File: src/rtl/mu0_io.sv
// rtl/mu0_io.sv - MU0 memory-mapped I/O responder: transmit FIFO and countdown timer
//
// Ports:
//   Clk, Reset          clock; asynchronous active-high reset
//   Rd, Wr              CPU read / write strobes
//   Address[11:0]       CPU address; window is BASE..BASE+3
//   Data_in[15:0]       CPU write data
//   Data_out[15:0]      combinational read data, 0 unless Sel
//   Sel                 Rd high and Address inside the window
//   Tx_data[15:0]       FIFO head word, 0 when empty
//   Tx_valid            FIFO not empty
//   Tx_ready            consumer accepts the head word
//
// Register map (offset from BASE):
//   +0 TXDATA  W  push Data_in
//   +1 STATUS  R  {8'h0, running, expired, overflow, count[2:0], full, empty}
//   +2 TIMER   RW write loads and starts, read returns current count
//   +3 CLEAR   W  bit0 overflow, bit1 expired, bit2 stop timer

module mu0_io #(
    parameter logic [11:0] BASE  = 12'hFF0,
    parameter int          DEPTH = 4
) (
    input  logic        Clk,
    input  logic        Reset,
    input  logic        Rd,
    input  logic        Wr,
    input  logic [11:0] Address,
    input  logic [15:0] Data_in,
    output logic [15:0] Data_out,
    output logic        Sel,
    output logic [15:0] Tx_data,
    output logic        Tx_valid,
    input  logic        Tx_ready
);

    localparam int PW = $clog2(DEPTH);

    logic          in_win;
    logic [1:0]    offset;
    logic          wr_en;
    logic          push, push_ok, pop;
    logic          timer_load, clr;
    logic          full, empty;

    logic [15:0]   mem [DEPTH];
    logic [PW-1:0] wr_ptr, rd_ptr;
    logic [PW:0]   count;
    logic          overflow;

    logic [15:0]   tcount;
    logic          running, expired;
    logic          stop;
    logic          expire_evt;
    logic [15:0]   status;

    assign in_win = (Address[11:2] == BASE[11:2]);
    assign offset = Address[1:0];
    assign wr_en  = Wr && in_win;

    assign push       = wr_en && (offset == 2'd0);
    assign timer_load = wr_en && (offset == 2'd2);
    assign clr        = wr_en && (offset == 2'd3);

    assign empty = (count == '0);
    assign full  = (count == (PW+1)'(DEPTH));
    assign pop   = !empty && Tx_ready;
    // A push into a full FIFO still lands when the head leaves on the same edge.
    assign push_ok = push && (!full || pop);

    assign Tx_valid = !empty;
    assign Tx_data  = empty ? 16'h0000 : mem[rd_ptr];

    // FIFO storage carries no reset; empty masks stale contents.
    always_ff @(posedge Clk) begin
        if (push_ok)
            mem[wr_ptr] <= Data_in;
    end

    always_ff @(posedge Clk or posedge Reset) begin
        if (Reset) begin
            wr_ptr   <= '0;
            rd_ptr   <= '0;
            count    <= '0;
            overflow <= 1'b0;
        end else begin
            if (push_ok)
                wr_ptr <= wr_ptr + PW'(1);
            if (pop)
                rd_ptr <= rd_ptr + PW'(1);
            case ({push_ok, pop})
                2'b10:   count <= count + (PW+1)'(1);
                2'b01:   count <= count - (PW+1)'(1);
                default: count <= count;
            endcase
            if (push && !push_ok)
                overflow <= 1'b1;
            else if (clr && Data_in[0])
                overflow <= 1'b0;
        end
    end

    // A stop request holds the count and suppresses that edge's decrement.
    assign stop       = clr && Data_in[2];
    assign expire_evt = (timer_load && (Data_in == 16'd0))
                      || (!timer_load && running && !stop && (tcount == 16'd1));

    always_ff @(posedge Clk or posedge Reset) begin
        if (Reset) begin
            tcount  <= 16'd0;
            running <= 1'b0;
            expired <= 1'b0;
        end else begin
            if (timer_load) begin
                tcount  <= Data_in;
                running <= (Data_in != 16'd0);
            end else if (stop) begin
                running <= 1'b0;
            end else if (running) begin
                tcount <= tcount - 16'd1;
                if (tcount == 16'd1)
                    running <= 1'b0;
            end
            // Expiry outranks a simultaneous clear request.
            if (expire_evt)
                expired <= 1'b1;
            else if (clr && Data_in[1])
                expired <= 1'b0;
        end
    end

    assign status = {8'h00, running, expired, overflow, 3'(count), full, empty};
    assign Sel    = Rd && in_win;

    always_comb begin
        Data_out = 16'h0000;
        if (Sel) begin
            case (offset)
                2'd1:    Data_out = status;
                2'd2:    Data_out = tcount;
                default: Data_out = 16'h0000;
            endcase
        end
    end

endmodule

File: config.mk
export PLATFORM = sky130hd
export DESIGN_NAME = mu0_io
export DESIGN_NICKNAME = d
export VERILOG_FILES = /design/src/rtl/mu0_io.sv
export SDC_FILE = /design/constraint.sdc
export NUM_CORES = 1
export LEC_CHECK = 0
export ABC_AREA = 1
export CORE_MARGIN = 2
export CORE_UTILIZATION = 55
export DETAILED_ROUTE_END_ITERATION = 10
export GPL_TIMING_DRIVEN = 0
export PLACE_DENSITY = 0.8
export SLEW_MARGIN = 5
export SYNTH_ARGS = -nofsm -noshare
export SYNTH_HDL_FRONTEND = slang
export SYNTH_SLANG_ARGS = --single-unit
File: constraint.sdc
create_clock -name Clk -period 2.6 [get_ports Clk]
set_clock_uncertainty 0.2 [all_clocks]
set_input_delay 0.52 -clock Clk [delete_from_list [all_inputs] [get_ports Clk]]
set_output_delay 0.52 -clock Clk [all_outputs]
set_load 0.01 [all_outputs]
==> flow_summary.ini <==
[synthesis]
syn_area_per_cell_um2 = 9.134
synth-seq-cells = 90
yosys.cell_types.count = 30
seq_area_frac_synth_pct = 54.90
yosysWarningCount = 0
synth_top_cells_by_area = sky130_fd_sc_hd__edfxtp_1, sky130_fd_sc_hd__dfrtp_1, sky130_fd_sc_hd__nor2_1
synth_fp_nets = 557
netlist.area_leader.share_pct = 41.01
mappedNetlistArea_um2 = 4686
netlist_instances = 513
post-synth-top-area-cell = sky130_fd_sc_hd__edfxtp_1

[global_routing]
maximum_number_of_pins_on_one_net_before_global_route_repair = 27
number_of_antenna_violations_at_the_first_check_in_global_routing = 0
gr-total-overflow = 0
grt_pass1_wl_um = 19120
vias_in_the_first_global_route = 3940
track_usage_pct = 27.36

[final_layout]
synthesis_to_layout_area_growth_pct = 24.03
num-fill-cells = 636
finish.net_count = 640
mostFrequentLayoutCell = sky130_fd_sc_hd__nor2_1
antenna-diode-count = 0
layout.cells.most_common_list = sky130_fd_sc_hd__nor2_1, sky130_fd_sc_hd__nand2_1, sky130_fd_sc_hd__edfxtp_1
final_area_um2 = 5812
layout.core_utilization_pct = 70.38
final_layout_size_suffix_gt1_share_pct = 16.47

[placement]
portBuffers = 66
place_hpwl_um = 8154
gp_congestion = 0.8986
place_area_um2 = 5483
detailedPlace.worstSlack_ns = -1.111

[setup_path]
crit_path_top_delay_cell = sky130_fd_sc_hd__nor3b_4
setup.worst_path.class = in -> out
reg2reg_from = count[2]
timing.critical_path.required_ns = 1.88
regToRegEndpoint = mem[1][2]
critical_path_peak_fanout = 8
critical_path.cell_chain = clkdlybuf4s15_1 > nor2_1 > nor3b_4 > nand2_4 > nor2_4 > nand2_4 > a21oi_2 > buf_2
timing.critical_path.from_type = primary input
worstPathArrival_ns = 1.80
worst-r2r-setup-slack_ns = 0.36
critical-path-max-stage-delay_ns = 0.26
crit_path_end_kind = output pin
crit_path_frequent_cell = sky130_fd_sc_hd__nand2_4
rr_worst_depth = 6

[cts]
clock_tree_root_driver_cell = sky130_fd_sc_hd__clkbuf_8
clock_insertion_delay_worst_skew_ns = 0.37
clock_slew_seen_by_the_registers_of_the_worst_setup_and_hold_paths_ns = 0.09
ctsLongestPathBuffers = 2
clock_sink_count = 90
tritoncts = built
number_of_levels_in_the_clock_h_tree = 3
cts-buffers-inserted = 9

[timing]
period_needed_ns = 2.519
final.setup.tns_ns = 0
final_hold_viol_count = 0
post-route-worst-setup-slack_ns = 0.08069
post-route-period-util_pct = 96.90
report.final.slew_viol_count = 0
final-setup-viol-count = 0
clock.fmax_mhz = 396.9
timing.slew.headroom_pct = 28.14
timing_worst_slew_pin_value_ns = 1.077

[detailed_routing]
drt_wl_total_um = 11860
route.vias.total = 3965
vias_per_cell = 5.616
post-route-drc-count = 0
drt-wirelength-per-cell_um = 16.80
drt.antenna.violating_nets = 0
drt_pass1_iterations = 6
drt_iter0_markers = 256

[floorplanning]
placeableCoreArea_um2 = 8258
boundaryPins = 67
die_area_um2 = 9274
die_w_um = 96.30
starting_density_of_the_core_pct = 56.74
rows = 33
die_y_um = 96.30

[hold_path]
hold_path_end = expired
hp-start = expired
holdPathStages = 2
worst_hold_path_type = reg -> reg

[outcome]
run_status = complete, no violations

[pwr]
ir_worst_vdd_v = 0.0003635
power.density_nw_per_um2 = 721.9
leakagePower_nw = 2.439

[flow_run]
max_cap_violations = 0
[where the power goes]
group          leakage, nW  internal (W)  switching, W
registers            0.916       0.00158     0.0000372
logic                 1.43      0.000680      0.000950
clock network       0.0942      0.000377      0.000571
total                 2.44       0.00264       0.00156
[metal layers]
metal	vias to the layer above	routed length (µm)	GRT usage (%)
met1	1906	5012	37.07
li1	1883	-	-
met2	146	5833	45.43
met5	-	0	0
met3	30	734	4.072
met4	0	281	9.155
[synth_stat cells, drive strengths merged]
master,n
nor2,109
nand2,86
edfxtp,64
nand3,49
inv,44
o21ai,42
dfrtp,26
a21oi,25
nand4,15
xor2,12
buf,10
clkbuf,10
ha,10
nor3,3
nor4,3
xnor2,2
clkinv,1
fa,1
nor3b,1
[area by class of cell]
type | instances | area [µm²] | area share (%)
Buffer | 18 | 161.4 | 2.777
Clock inverter | 7 | 73.82 | 1.270
Sequential cell | 90 | 2574 | 44.28
Multi-Input combinational cell | 358 | 1947 | 33.50
Inverter | 45 | 173.9 | 2.992
Clock buffer | 9 | 123.9 | 2.131
Tap cell | 105 | 131.4 | 2.260
Timing Repair Buffer | 74 | 626.9 | 10.79
[worst max path at each step]
stage | depth (start not counted) | startpoint | slack (ns) | to
detailed placement | 7 | Address[5] | -1.11 | mem[0][10]
global placement | 7 | Address[4] | -1.05 | mem[3][8]
finish | 8 | Address[2] | 0.08 | Data_out[1]
floorplan | 6 | Address[3] | 0.01 | mem[0][0]
global route | 8 | Address[4] | -0.02 | Data_out[5]
CTS | 7 | Address[2] | -0.04 | mem[1][1]
[kinds of logic (layout without fill, tap and decap cells)]
kind of cell / count (synthesis) / after routing / synth area share (%)
xor gates and xnor gates: 14 / 14 / 2.617
DFF: 90 / 90 / 54.90
and+or+nand+nor: 266 / 266 / 26.65
buffers and inverters: 65 / 153 / 5.581
AOI/OAI and AO/OA: 67 / 67 / 7.156
adders and majority gates: 11 / 11 / 3.097
[sequential cells by signal, indices dropped and copies added (netlist names)]
| name | count |
|---|---|
| count | 3 |
| expired | 1 |
| mem | 64 |
| overflow | 1 |
| rd_ptr | 2 |
| running | 1 |
| tcount | 16 |
| wr_ptr | 2 |
[critical path: cells and delay by family]
| kind | cells | cell delay [ns] |
|---|---|---|
| AND/OR/NAND/NOR | 5 | 0.78 |
| AO/OA/AOI/OAI | 1 | 0.15 |
| buffers and inverters | 2 | 0.34 |
[what timing repair did]
| item | in CTS | in global routing |
|---|---|---|
| setup endpoints to repair | 97 | 53 |
| hold buffers | 0 | 0 |
| pin swaps | 11 | 6 |
| endpoints found under the hold margin | 0 | 0 |
| setup buffers | 6 | 2 |
| resized for setup | 138 | 16 |
[per-stage QoR]
step                      total power, W  hold slack, ns  instances
after floorplan                 0.002518          0.2501        513
after global placement          0.003202          0.2677        684
after detailed placement        0.003260          0.2792        684
after CTS                       0.004184          0.3016        704
after global routing            0.004446          0.3233        706
final                           0.004196          0.3034        706
(Power assumes the default switching activity.)
